**src/rtl/strand_select_stage_pkg.sv**
```systemverilog
// strand_pkg: shared sizing and constants for the strand issue stage.
package strand_pkg;
  localparam int NUM_STRANDS = 4;
  localparam int STRAND_ID_WIDTH = 2;
  localparam int INSTR_WIDTH = 32;
  localparam int LANE_WIDTH = 4;
  localparam int OFFSET_WIDTH = 32;
  localparam logic [INSTR_WIDTH-1:0] NOP_INSTRUCTION = 32'h0;
endpackage

```
**src/rtl/strand_select_stage_if.sv**
```systemverilog
// strand_select_stage_if: strand-side issue handshake plus the registered decode-side slot.
interface strand_select_stage_if #(
  parameter int NUM_STRANDS = strand_pkg::NUM_STRANDS,
  parameter int STRAND_ID_WIDTH = strand_pkg::STRAND_ID_WIDTH
);
  import strand_pkg::*;
  logic [NUM_STRANDS-1:0] issue_request_i;
  logic [INSTR_WIDTH*NUM_STRANDS-1:0] instruction_i;
  logic [32*NUM_STRANDS-1:0] pc_i;
  logic [LANE_WIDTH*NUM_STRANDS-1:0] reg_lane_select_i;
  logic [OFFSET_WIDTH*NUM_STRANDS-1:0] strided_offset_i;
  logic [NUM_STRANDS-1:0] flush_i;
  logic stall_i;
  logic [NUM_STRANDS-1:0] grant_o;
  logic valid_o;
  logic [STRAND_ID_WIDTH-1:0] strand_id_o;
  logic [INSTR_WIDTH-1:0] instruction_o;
  logic [31:0] pc_o;
  logic [LANE_WIDTH-1:0] reg_lane_select_o;
  logic [OFFSET_WIDTH-1:0] strided_offset_o;
  modport master (
    output issue_request_i, instruction_i, pc_i, reg_lane_select_i, strided_offset_i, flush_i, stall_i,
    input grant_o, valid_o, strand_id_o, instruction_o, pc_o, reg_lane_select_o, strided_offset_o
  );
  modport slave (
    input issue_request_i, instruction_i, pc_i, reg_lane_select_i, strided_offset_i, flush_i, stall_i,
    output grant_o, valid_o, strand_id_o, instruction_o, pc_o, reg_lane_select_o, strided_offset_o
  );
endinterface

```
**src/rtl/strand_select_stage_rr_arbiter.sv**
```systemverilog
// rr_arbiter: round-robin one-hot grant with a pointer that advances past each winner.
module rr_arbiter #(
  parameter int NUM_STRANDS = strand_pkg::NUM_STRANDS,
  parameter int STRAND_ID_WIDTH = strand_pkg::STRAND_ID_WIDTH
) (
  input  logic clk,
  input  logic reset_n,
  input  logic [NUM_STRANDS-1:0] request_i,
  input  logic enable_i,
  output logic [NUM_STRANDS-1:0] grant_o,
  output logic [STRAND_ID_WIDTH-1:0] grant_id_o
);
  logic [STRAND_ID_WIDTH-1:0] ptr, idx;
  // Scan farthest-to-nearest so the last hit is the one closest to the pointer.
  always_comb begin
    grant_o = '0;
    grant_id_o = '0;
    idx = '0;
    for (int i = NUM_STRANDS - 1; i >= 0; i--) begin
      idx = ptr + STRAND_ID_WIDTH'(i);
      if (enable_i && reset_n && request_i[idx]) begin
        grant_o = '0;
        grant_o[idx] = 1'b1;
        grant_id_o = idx;
      end
    end
  end
  always_ff @(posedge clk or negedge reset_n)
    if (!reset_n) ptr <= '0;
    else if (|grant_o) ptr <= grant_id_o + STRAND_ID_WIDTH'(1);
endmodule

```
**src/rtl/strand_select_stage.sv**
```systemverilog
// strand_select_stage: picks one strand per cycle round-robin and registers its fields for decode.
module strand_select_stage #(
  parameter int NUM_STRANDS = strand_pkg::NUM_STRANDS,
  parameter int STRAND_ID_WIDTH = strand_pkg::STRAND_ID_WIDTH
) (
  input logic clk,
  input logic reset_n,
  strand_select_stage_if.slave bus
);
  import strand_pkg::*;
  logic [NUM_STRANDS-1:0] grant;
  logic [STRAND_ID_WIDTH-1:0] grant_id;
  logic flush_hit;
  rr_arbiter #(.NUM_STRANDS(NUM_STRANDS), .STRAND_ID_WIDTH(STRAND_ID_WIDTH)) u_arb (
    .clk(clk),
    .reset_n(reset_n),
    .request_i(bus.issue_request_i & ~bus.flush_i),
    .enable_i(~bus.stall_i),
    .grant_o(grant),
    .grant_id_o(grant_id)
  );
  assign bus.grant_o = grant;
  assign flush_hit = bus.valid_o && bus.flush_i[bus.strand_id_o];
  // A flush of the held strand turns the slot into a bubble even while decode is stalled.
  always_ff @(posedge clk or negedge reset_n)
    if (!reset_n) begin
      bus.valid_o <= 1'b0;
      bus.strand_id_o <= '0;
      bus.instruction_o <= NOP_INSTRUCTION;
      bus.pc_o <= '0;
      bus.reg_lane_select_o <= '0;
      bus.strided_offset_o <= '0;
    end else if (|grant) begin
      bus.valid_o <= 1'b1;
      bus.strand_id_o <= grant_id;
      bus.instruction_o <= bus.instruction_i[grant_id*INSTR_WIDTH +: INSTR_WIDTH];
      bus.pc_o <= bus.pc_i[grant_id*32 +: 32];
      bus.reg_lane_select_o <= bus.reg_lane_select_i[grant_id*LANE_WIDTH +: LANE_WIDTH];
      bus.strided_offset_o <= bus.strided_offset_i[grant_id*OFFSET_WIDTH +: OFFSET_WIDTH];
    end else if (!bus.stall_i || flush_hit) begin
      bus.valid_o <= 1'b0;
      bus.instruction_o <= NOP_INSTRUCTION;
    end
endmodule

```
**src/flat_wrapper.sv**
```systemverilog
// flat-port wrapper written by rule: the top's interface ports become plain ports
module strand_select_stage_flat import strand_pkg::*;
#(
  parameter int NUM_STRANDS = strand_pkg::NUM_STRANDS,
  parameter int STRAND_ID_WIDTH = strand_pkg::STRAND_ID_WIDTH
)
  (clk, reset_n, bus_issue_request_i, bus_instruction_i, bus_pc_i, bus_reg_lane_select_i, bus_strided_offset_i, bus_flush_i, bus_stall_i, bus_grant_o, bus_valid_o, bus_strand_id_o, bus_instruction_o, bus_pc_o, bus_reg_lane_select_o, bus_strided_offset_o);
  strand_select_stage_if #(.NUM_STRANDS(NUM_STRANDS), .STRAND_ID_WIDTH(STRAND_ID_WIDTH)) bus_i ();
  input logic clk;
  input logic reset_n;
  input wire logic [$bits(bus_i.issue_request_i)-1:0] bus_issue_request_i;
  input wire logic [$bits(bus_i.instruction_i)-1:0] bus_instruction_i;
  input wire logic [$bits(bus_i.pc_i)-1:0] bus_pc_i;
  input wire logic [$bits(bus_i.reg_lane_select_i)-1:0] bus_reg_lane_select_i;
  input wire logic [$bits(bus_i.strided_offset_i)-1:0] bus_strided_offset_i;
  input wire logic [$bits(bus_i.flush_i)-1:0] bus_flush_i;
  input wire logic [$bits(bus_i.stall_i)-1:0] bus_stall_i;
  output wire logic [$bits(bus_i.grant_o)-1:0] bus_grant_o;
  output wire logic [$bits(bus_i.valid_o)-1:0] bus_valid_o;
  output wire logic [$bits(bus_i.strand_id_o)-1:0] bus_strand_id_o;
  output wire logic [$bits(bus_i.instruction_o)-1:0] bus_instruction_o;
  output wire logic [$bits(bus_i.pc_o)-1:0] bus_pc_o;
  output wire logic [$bits(bus_i.reg_lane_select_o)-1:0] bus_reg_lane_select_o;
  output wire logic [$bits(bus_i.strided_offset_o)-1:0] bus_strided_offset_o;
  assign bus_i.issue_request_i = bus_issue_request_i;
  assign bus_i.instruction_i = bus_instruction_i;
  assign bus_i.pc_i = bus_pc_i;
  assign bus_i.reg_lane_select_i = bus_reg_lane_select_i;
  assign bus_i.strided_offset_i = bus_strided_offset_i;
  assign bus_i.flush_i = bus_flush_i;
  assign bus_i.stall_i = bus_stall_i;
  assign bus_grant_o = bus_i.grant_o;
  assign bus_valid_o = bus_i.valid_o;
  assign bus_strand_id_o = bus_i.strand_id_o;
  assign bus_instruction_o = bus_i.instruction_o;
  assign bus_pc_o = bus_i.pc_o;
  assign bus_reg_lane_select_o = bus_i.reg_lane_select_o;
  assign bus_strided_offset_o = bus_i.strided_offset_o;
  strand_select_stage #(.NUM_STRANDS(NUM_STRANDS), .STRAND_ID_WIDTH(STRAND_ID_WIDTH)) u_core (.clk(clk), .reset_n(reset_n), .bus(bus_i));
endmodule
```
**config.mk**
```make
export PLATFORM = sky130hd
export DESIGN_NAME = strand_select_stage_flat
export DESIGN_NICKNAME = d
export VERILOG_FILES = /design/src/rtl/strand_select_stage_pkg.sv /design/src/rtl/strand_select_stage_if.sv /design/src/rtl/strand_select_stage_rr_arbiter.sv /design/src/rtl/strand_select_stage.sv /design/src/flat_wrapper.sv
export SDC_FILE = /design/constraint.sdc
export NUM_CORES = 1
export LEC_CHECK = 0
export BUFFER_PORTS_ARGS = -buffer_cell sky130_fd_sc_hd__buf_2
export CAP_MARGIN = 20
export CORE_AREA = 5 5 196 198
export CTS_BUF_LIST = sky130_fd_sc_hd__clkbuf_4
export DETAILED_ROUTE_END_ITERATION = 12
export DIE_AREA = 0 0 201 203
export PLACE_DENSITY_LB_ADDON = 0.05
export SLEW_MARGIN = 15
export SYNTH_ARGS = -nofsm -noshare
export SYNTH_HDL_FRONTEND = slang
export SYNTH_SLANG_ARGS = --single-unit
```
**constraint.sdc**
```tcl
create_clock -name clk -period 4.5 [get_ports clk]
set_input_delay 1.35 -clock clk [delete_from_list [all_inputs] [get_ports clk]]
set_output_delay 1.35 -clock clk [all_outputs]
set_load 0.03 [all_outputs]
```
==> results by group, run 1 <==
Synthesis
  – Unique masters post-synth: 42
  – Commonest register cell after synthesis: dfrtp_1
  – Ys async rst share: 1.00
  – Area contributors post-synth: dfrtp_1 (28%), o221ai_1 (13%), a21oi_1 (11%)
  – Yosys warning count: 0
  – Synth Register Bits: 105
  – Post-synth EDFFs: 0
  – Mapped Cells: 1235
  – Cell taking the most area after synthesis: dfrtp_1
  – Mapped cell area: 9370 um2
  – Yosys top cell area share: 0.280
  – Synthesized area per cell: 7.59 um2
  – Syn_nets: 1654
  – Seq/Total Area, Yosys: 0.280

Routing
  – Vias per cell: 5.77
  – Antenna viol nets, final: 0
  – WL/cell: 23.9 um
  – Residual DRC count: 0
  – Vias post-DR: 12362
  – DRT Pass-1 Iters: 5
  – Routed WL: 51.2 mm
  – DRT iter0 DRCs: 961

Finish
  – Commonest non-fill, non-tap cell in the layout: buf_2
  – Final #Nets: 2066
  – Non-filler cells in the finished layout: 2142
  – Sequential cell area: 2630 um2
  – Most frequent cells in the layout: buf_2 (515), nand2_1 (218), a21oi_1 (202)
  – Multi-input gate area in the final layout: 6170 um2
  – Ratio of cells with drive above 1 in the final layout: 0.366
  – Synthesis-to-finish area growth: 36.1%
  – Fillcell total: 3919

Clock network
  – CTS Buffer Depth: 2
  – CTS tree: built
  – CTS Sinks: 105
  – Clock Root Buffer: clkbuf_4
  – Clk Latency, worst-skew pair: 0.52 ns
  – Clk slew on worst S/H paths: 0.19 ns
  – H-tree depth: 3
  – CTS Hold Buffers Added: 0
  – Total CTS buffers: 9

Run status
  – Outcome: finished, final reports clean

Placement
  – Placed instance count: 2103
  – Post-DP HPWL: 36.0 mm
  – IO buf count: 517
  – Worst Setup Slack post-DPL: 0.0973 ns
  – Final weighted congestion in routability-driven placement: 0.849

Critical path
  – Critical Path End Type: primary output
  – CP max FO: 6
  – Worst EP required: 3.15 ns
  – R2r worst-path depth: 10
  – R2r setup slk: 1.12 ns
  – CP bufs+invs: 2
  – Cells along the critical path: buf_2 > nand2b_1 > mux4_2 > nand3_1 > nor2_1 > a221o_1 > clkbuf_4
  – Maximum single-stage delay on the critical path: 0.53 ns
  – Worst setup path category: in2out
  – Startpoint types: primary input
  – Critical-path top delay cell: mux4_2
  – CP Launch Point: bus_flush_i[3]
  – Worst EP arrival: 3.07 ns
  – Worst R2R End: u_core.bus.instruction_o[27]
  – CP top delay family: multiplexers
  – Origin of the critical flop-to-flop path: u_core.u_arb.ptr[0]

Power and ir drop
  – Power Density: 582 nW/um2
  – P_leak: 6.20 nW
  – Maximum vdd drop: 0.564 mV

STA
  – Max Slew Vio Count: 0
  – Final Hold Fails: 0
  – Final Critical Period: 4.42 ns
  – Final period utilization: 0.981
  – Setup violations, final: 0
  – Slack of the critical path: 0.0840 ns
  – Fmax: 0.226 GHz
  – Slew Limit Headroom: 0.181
  – Slew at the pin closest to its max-slew limit: 1.23 ns
  – Clock skew: 0.0208 ns

Global routing
  – GRT Total Usage: 0.235
  – First-pass GRT wire length: 75.7 mm
  – Number of global-route vias before repair: 12213
  – Grt ovf: 0
  – Largest net degree at the start of global routing: 217
  – Antenna violations before repair: 33

Die
  – DIE AREA: 40800 um2
  – Placeable Area: 36300 um2
  – # rows: 70
  – Die height: 203 um
  – Die width: 201 um
  – Initial core utilization: 0.258
  – Ports: 518

Min path
  – Min-delay worst type: reg2reg
  – Sink of the worst hold path: u_core.bus.instruction_o[26]
  – Worst hold path depth: 1
  – Min-delay src: u_core.bus.instruction_o[26]

Job
  – Max cap viols: 0
-- final cells by class --
class	count	share of cell area
Multi-Input combinational cell	968	0.484
Timing Repair Buffer	561	0.248
Sequential cell	105	0.206
Tap cell	468	0.0459
Clock buffer	10	0.00589
Clock inverter	6	0.00491
Antenna cell	22	0.00432
Inverter	2	0.000785
-- where the power goes --
| group | leakage [nW] | internal (mW) | switching (mW) |
|---|---|---|---|
| sequential | 1.34 | 1.35 | 0.255 |
| clock | 0.0700 | 0.134 | 0.418 |
| combinational | 4.79 | 1.89 | 3.38 |
-- synth_stat cells, types with 3 or more instances --
| cell | instances |
|---|---|
| a22o_1 | 72 |
| nand3_1 | 5 |
| a31oi_1 | 68 |
| dfrtp_1 | 105 |
| mux4_2 | 6 |
| a221o_1 | 4 |
| clkbuf_1 | 120 |
| nor2_1 | 3 |
| o21ai_0 | 5 |
| buf_1 | 5 |
| nand2_1 | 221 |
| nor2b_1 | 6 |
| mux2i_1 | 3 |
| o221ai_1 | 136 |
| a21o_1 | 31 |
| a221oi_1 | 32 |
| o211ai_1 | 68 |
| ha_1 | 8 |
| nand2b_1 | 6 |
| a21oi_1 | 203 |
| nor3_1 | 70 |
| buf_2 | 31 |
-- registers in the layout, summed over array words and instances, names as in the netlist --
register / cells
u_core.bus.strand_id_o: 2
u_core.bus.instruction_o: 32
u_core.bus.strided_offset_o: 32
u_core.bus.reg_lane_select_o: 4
u_core.u_arb.ptr: 2
u_core.bus.valid_o: 1
u_core.bus.pc_o: 32
-- repair_timing --
action,CTS,global route
resized for setup,0,10
buffers inserted,0,1
endpoints found under the setup margin,0,4
-- metrics by stage --
stage               power [mW]  area (um2)   util  hold WS (ns)  setup TNS (ns)
finish                    7.43       12800  0.351         0.498               0
global route              7.98       12700  0.350         0.488        -0.00634
CTS                       7.46       12700  0.348         0.502               0
detailed placement        6.87       12500  0.344         0.461               0
global placement          6.88       12500  0.344         0.458               0
floorplan                 5.14        9370      -         0.661               0
-- routing by layer --
| metal | track usage | part of all wire |
|---|---|---|
| met1 | 0.277 | 0.39 |
| met2 | 0.398 | 0.49 |
| met3 | 0.0779 | 0.086 |
| met4 | 0.0878 | 0.028 |
| met5 | 0 | 0.0031 |
-- worst max path at each step --
stage               slack [ns]             end  depth (start not counted)
detailed placement         0.1  bus_grant_o[3]                          8
global route            -0.006  bus_grant_o[0]                          7
finish                    0.08  bus_grant_o[0]                          7
global placement          0.12  bus_grant_o[0]                          8
floorplan                 0.16  bus_grant_o[3]                          6
CTS                       0.09  bus_grant_o[0]                          8
-- cells by family (layout without fill, tap and decap cells) --
group	Yosys count	count (layout)	share of synthesized area
flops	105	105	0.280
mux	9	9	0.0176
simple gates	319	319	0.144
buf+inv	162	579	0.0714
fa+ha+maj	8	8	0.0107
other cells	0	22	0
compound gates	632	632	0.476
Note: power is estimated with default switching activity, not from simulation.
==> run 2: changes to the inputs <==
--- a/config.mk
+++ b/config.mk
@@ -7,7 +7,7 @@
 export LEC_CHECK = 0
 export BUFFER_PORTS_ARGS = -buffer_cell sky130_fd_sc_hd__buf_2
 export CAP_MARGIN = 20
-export CORE_AREA = 5 5 196 198
+export CORE_AREA = 2 2 199 201
 export CTS_BUF_LIST = sky130_fd_sc_hd__clkbuf_4
 export DETAILED_ROUTE_END_ITERATION = 12
 export DIE_AREA = 0 0 201 203
==> constraint.sdc (replaced) <==
create_clock -name clk -period 4.7 [get_ports clk]
set_input_delay 1.41 -clock clk [delete_from_list [all_inputs] [get_ports clk]]
set_output_delay 1.41 -clock clk [all_outputs]
set_load 0.03 [all_outputs]
==> results by group, run 2 (same netlist as run 1, synthesis figures left out) <==
Power and ir drop
  – Combinational share of power: 0.702 (-0.008)
  – Maximum vdd drop: 0.328 mV (-42%)
  – Part of the power in registers: 0.215 (about the same)
  – Power Density: 554 nW/um2 (-4.8%)
  – Switching power total: 3.83 mW (-5.4%)
  – Clk pwr share: 0.083 (+0.009)
  – P_leak: 6.19 nW (-0.27%)
  – Internal: 3.20 mW (-5.1%)
  – Switch share: 0.545 (-0.000912)

Finish
  – Largest regs: u_core.bus.instruction_o x32, u_core.bus.pc_o x32, u_core.bus.strided_offset_o x32
  – Final #Nets: 2063 (-0.15%)
  – Sequential cell area: 2630 um2 (unchanged)
  – Synthesis-to-finish area growth: 35.4%
  – Multi-input gate area in the final layout: 6150 um2 (-0.36%)
  – Ratio of cells with drive above 1 in the final layout: 0.362 (-0.00419)
  – Commonest non-fill, non-tap cell in the layout: buf_2
  – Fillcell total: 4266 (+8.9%)
  – End-of-flow core utilization: 0.330 (-0.0210)
  – Non-filler cells in the finished layout: 2181 (+1.8%)
  – Most frequent cells in the layout: buf_2 (516), nand2_1 (218), a21oi_1 (202)

Die
  – # rows: 72 (+2.9%)
  – Initial core utilization: 0.244 (-0.0142)
  – Placeable Area: 38500 um2 (+5.8%)
  – Die width: 201 um (unchanged)
  – DIE AREA: 40800 um2 (unchanged)
  – Ports: 518 (unchanged)
  – Die height: 203 um (unchanged)

Critical path
  – Worst path most repeated cell: buf_2
  – Worst EP required: 3.29 ns (+0.14 ns)
  – Worst EP arrival: 3.17 ns (+0.10 ns)
  – R2r setup slk: 1.13 ns (about the same)
  – Startpoint types: primary input
  – Worst setup path category: in2out
  – Maximum single-stage delay on the critical path: 0.54 ns (about the same)
  – R2r worst-path depth: 10 (unchanged)
  – Origin of the critical flop-to-flop path: u_core.u_arb.ptr[0]
  – Critical-path top delay cell: mux4_2
  – CP max FO: 6 (unchanged)
  – Critical Path End Type: primary output
  – Worst R2R End: u_core.bus.strided_offset_o[18]
  – Cells along the critical path: buf_2 > nand2b_1 > mux4_2 > nor2_4 > nor2_1 > a221o_1 > buf_2

Routing
  – Routed WL: 49.9 mm (-2.6%)
  – DRT iter0 DRCs: 781 (-19%)
  – Vias post-DR: 12236 (-1.0%)
  – Vias per cell: 5.61 (-2.8%)
  – Antenna viol nets, final: 0 (unchanged)
  – WL/cell: 22.9 um (-4.4%)
  – Residual DRC count: 0 (unchanged)
  – DRT Pass-1 Iters: 5 (unchanged)

Min path
  – Sink of the worst hold path: u_core.bus.instruction_o[11]
  – Worst hold path depth: 1 (unchanged)
  – Min-delay worst type: reg2reg
  – Min-delay src: u_core.bus.instruction_o[11]

STA
  – Final Hold Fails: 0 (unchanged)
  – Clock skew: 0.0283 ns (+0.00745 ns)
  – Final period utilization: 0.974
  – Sum of negative setup slack: 0 ns (unchanged)
  – Slew at the pin closest to its max-slew limit: 1.12 ns (-0.113 ns)
  – Final Critical Period: 4.58 ns
  – RSZ-0062 raised after global routing: no
  – Fmax: 0.218 GHz
  – Max Slew Vio Count: 0 (unchanged)
  – Worst Hold Margin: 0.497 ns (-0.000554 ns)
  – Slew Limit Headroom: 0.256 (+0.0752)
  – Setup violations, final: 0 (unchanged)

Clock network
  – H-tree depth: 3 (unchanged)
  – Total CTS buffers: 9 (unchanged)
  – CTS Sinks: 105 (unchanged)
  – Clk Latency, worst-skew pair: 0.53 ns (about the same)
  – Clk slew on worst S/H paths: 0.19 ns (about the same)
  – Setup Buffers After CTS: 0 (unchanged)
  – CTS tree: built
  – CTS Buffer Depth: 2 (unchanged)
  – CTS Hold Buffers Added: 0 (unchanged)
  – Clock Root Buffer: clkbuf_4

Global routing
  – Number of global-route vias before repair: 12158 (-0.45%)
  – GRT Total Usage: 0.235 (about the same)
  – Antenna violations before repair: 25 (-24%)
  – First-pass GRT wire length: 75.0 mm (-1.0%)
  – Largest net degree at the start of global routing: 107 (-51%)
  – Grt ovf: 0 (unchanged)

Job
  – Max cap viols: 0 (unchanged)

Placement
  – Placed instance count: 2151 (+2.3%)
  – Post-DP HPWL: 34.8 mm (-3.3%)
  – IO buf count: 517 (unchanged)
  – Final weighted congestion in routability-driven placement: 0.839 (-1.2%)

Run status
  – Outcome: finished, final reports clean
-- run 2: how the worst max path moves through the flow --
stage,startpoint,to,depth (start not counted)
floorplan,bus_flush_i[1],bus_grant_o[3],6
global placement,bus_flush_i[3],bus_grant_o[3],7
detailed placement,bus_flush_i[3],bus_grant_o[3],7
CTS,bus_flush_i[3],bus_grant_o[3],7
global route,bus_flush_i[3],bus_grant_o[1],8
finish,bus_flush_i[3],bus_grant_o[2],7
-- run 2: area by class of cell --
| cell class | count | area share |
|---|---|---|
| multi-input cells | 968 | 0.485 |
| repair buffers | 558 | 0.241 |
| flip-flops and latches | 105 | 0.207 |
| well taps | 518 | 0.0511 |
| clock inverters | 7 | 0.00710 |
| clock buffers | 9 | 0.00532 |
| diodes | 14 | 0.00276 |
| inverters | 2 | 0.000592 |
-- run 2: per-layer routing --
layer,vias up,share of wire,global-route usage
met5,-,0.0022,0
met4,18,0.018,0.0661
met3,68,0.075,0.0636
met2,492,0.50,0.410
met1,5944,0.41,0.283
li1,5714,-,-
-- run 2: metrics by stage --
stage / worst slack [ns] / area [um2] / total power, mW
after floorplan: 0.235 / 9370 / 4.92
after global placement: 0.0941 / 12500 / 6.52
after detailed placement: 0.0435 / 12500 / 6.50
after CTS: 0.0349 / 12600 / 7.11
after global routing: 0.0129 / 12700 / 7.59
final: 0.122 / 12700 / 7.04
-- run 2: critical path, delay by kind of cell --
family | cells | cell delay, ns
multiplexers | 1 | 0.54
AND/OR/NAND/NOR | 3 | 0.51
AO/OA/AOI/OAI | 1 | 0.40
buffers and inverters | 2 | 0.31
-- run 2: power groups by stage --
stage	registers, mW	clock network (mW)	logic, mW
CTS	1.52	0.615	4.98
global placement	1.54	0	4.98
floorplan	2.19	0	2.73
finish	1.51	0.581	4.94
detailed placement	1.53	0	4.97
global route	1.56	0.651	5.37
-- run 2: timing repair --
action / 4_1_cts / 5_1_grt
endpoints found under the setup margin: 0 / 4
gates resized for setup: 0 / 1
endpoints found under the hold margin: 0 / 0
==> run 3: changes to the inputs <==
==> constraint.sdc (replaced) <==
create_clock -name clk -period 5.6 [get_ports clk]
set_input_delay 1.68 -clock clk [delete_from_list [all_inputs] [get_ports clk]]
set_output_delay 1.68 -clock clk [all_outputs]
set_load 0.03 [all_outputs]
==> results by group, run 3 (same netlist as run 1, synthesis figures left out) <==
Run status
  – Outcome: finished, final reports clean

Placement
  – Placed Area: 12400 um2 (-0.78%)
  – Placed instance count: 2138 (-0.60%)
  – Worst Setup Slack post-DPL: 0.343 ns (+0.299 ns)
  – Post-DP HPWL: 34.1 mm (-2.0%)
  – IO buf count: 517 (unchanged)
  – Final weighted congestion in routability-driven placement: 0.833 (-0.68%)

Routing
  – Vias per cell: 5.74 (+2.4%)
  – Antenna viol nets, final: 0 (unchanged)
  – Residual DRC count: 0 (unchanged)
  – WL/cell: 23.2 um (+1.6%)
  – Vias post-DR: 12446 (+1.7%)
  – DRT iter0 DRCs: 775 (-0.77%)
  – DRT Pass-1 Iters: 6 (+1)
  – Routed WL: 50.3 mm (+0.96%)

Min path
  – Min-delay worst type: reg2reg
  – Min-delay src: u_core.bus.instruction_o[6]
  – Sink of the worst hold path: u_core.bus.instruction_o[6]
  – Worst hold path depth: 1 (unchanged)

STA
  – Slew at the pin closest to its max-slew limit: 1.10 ns (-0.0192 ns)
  – RSZ-0062 raised after global routing: no
  – Fmax: 0.188 GHz
  – Sum of negative setup slack: 0 ns (unchanged)
  – Setup violations, final: 0 (unchanged)
  – Slew Limit Headroom: 0.269 (+0.0128)
  – Max Slew Vio Count: 0 (unchanged)
  – Final period utilization: 0.950
  – Final Critical Period: 5.32 ns
  – Worst Hold Margin: 0.495 ns (-0.00206 ns)
  – Final Hold Fails: 0 (unchanged)
  – Slack of the critical path: 0.280 ns (+0.158 ns)
  – Clock skew: 0.0307 ns (+0.00244 ns)

Clock network
  – Clk Latency, worst-skew pair: 0.58 ns (+0.05 ns)
  – CTS Sinks: 105 (unchanged)
  – Post-CTS sizing: 0 (unchanged)
  – H-tree depth: 3 (unchanged)
  – Clk slew on worst S/H paths: 0.17 ns (-0.02 ns)
  – CTS tree: built
  – Clock Root Buffer: clkbuf_4
  – CTS Buffer Depth: 2 (unchanged)
  – Total CTS buffers: 9 (unchanged)
  – Setup Buffers After CTS: 0 (unchanged)
  – CTS Hold Buffers Added: 0 (unchanged)

Critical path
  – Worst EP arrival: 3.64 ns (+0.47 ns)
  – R2r setup slk: 1.40 ns (+0.27 ns)
  – Critical Path End Type: primary output
  – R2r worst-path depth: 11 (+1)
  – CP max FO: 9 (+3)
  – Worst setup path category: in2out
  – Worst R2R End: u_core.bus.pc_o[25]
  – Startpoint types: primary input
  – Origin of the critical flop-to-flop path: u_core.u_arb.ptr[1]
  – Worst EP required: 3.92 ns (+0.63 ns)

Power and ir drop
  – P_leak: 6.10 nW (-1.4%)
  – Power Density: 467 nW/um2 (-16%)
  – Maximum vdd drop: 0.207 mV (-37%)
  – Post-layout total power: 5.87 mW (-17%)

Die
  – Ports: 518 (unchanged)
  – Initial core utilization: 0.244 (unchanged)
  – Die width: 201 um (unchanged)
  – Die height: 203 um (unchanged)
  – Placeable Area: 38500 um2 (unchanged)
  – # rows: 72 (unchanged)
  – DIE AREA: 40800 um2 (unchanged)

Finish
  – Largest regs: u_core.bus.instruction_o x32, u_core.bus.pc_o x32, u_core.bus.strided_offset_o x32
  – Design area: 12600 um2 (-1.1%)
  – Fillcell total: 4224 (-0.98%)
  – Final #Nets: 2050 (-0.63%)
  – Commonest non-fill, non-tap cell in the layout: buf_2
  – Most frequent cells in the layout: buf_2 (516), nand2_1 (218), a21oi_1 (202)
  – Synthesis-to-finish area growth: 33.9%
  – Ratio of cells with drive above 1 in the final layout: 0.355 (-0.00669)
  – Non-filler cells in the finished layout: 2167 (-0.64%)
  – End-of-flow core utilization: 0.326 (-0.00355)

Global routing
  – Largest net degree at the start of global routing: 137 (+28%)
  – Number of global-route vias before repair: 12066 (-0.76%)
  – Grt ovf: 0 (unchanged)
  – First-pass GRT wire length: 74.9 mm (about the same)
  – Antenna violations before repair: 26 (+4.0%)
  – GRT Total Usage: 0.236 (+0.00145)

Job
  – Max cap viols: 0 (unchanged)
## run 3: per-layer routing
layer | global-route usage | vias up | routed length (um)
met2 | 0.400 | 624 | 24900
met3 | 0.0690 | 89 | 4140
li1 | - | 5680 | -
met4 | 0.0799 | 20 | 1090
met5 | 0 | - | 126
met1 | 0.286 | 6033 | 20100
## run 3: final cells by class
| class | instances | area (um2) | area share |
|---|---|---|---|
| clock buffer | 10 | 75.1 | 0.00598 |
| antenna | 14 | 35.0 | 0.00279 |
| timing repair buffer | 545 | 2960 | 0.236 |
| sequential | 105 | 2630 | 0.210 |
| inverter | 2 | 7.51 | 0.000598 |
| multi-input combinational | 968 | 6140 | 0.489 |
| tap | 518 | 648 | 0.0516 |
| clock inverter | 5 | 48.8 | 0.00389 |
## run 3: worst max-delay path, cell delays in order
cell      delay (ns)
buf_2           0.11
nand2b_1        0.28
mux4_2          0.57
nor3_1          0.40
a22o_1          0.22
a221o_1         0.17
buf_2           0.22
## run 3: worst max-delay path by stage
stage,start,end,slack (ns),depth (start not counted)
2_1_floorplan,bus_flush_i[1],bus_grant_o[3],0.60,6
3_3_place_gp,bus_flush_i[2],bus_grant_o[2],0.37,8
3_5_place_dp,bus_flush_i[1],bus_grant_o[3],0.34,7
4_1_cts,bus_flush_i[1],bus_grant_o[2],0.33,7
5_1_grt,bus_flush_i[2],bus_grant_o[2],0.16,8
6_report,bus_flush_i[1],bus_grant_o[2],0.28,7
## run 3: power by group
part	total (mW)	switching, mW	internal, mW
Combinational	4.10	2.67	1.43
Sequential	1.31	0.226	1.09
Clock	0.451	0.316	0.135
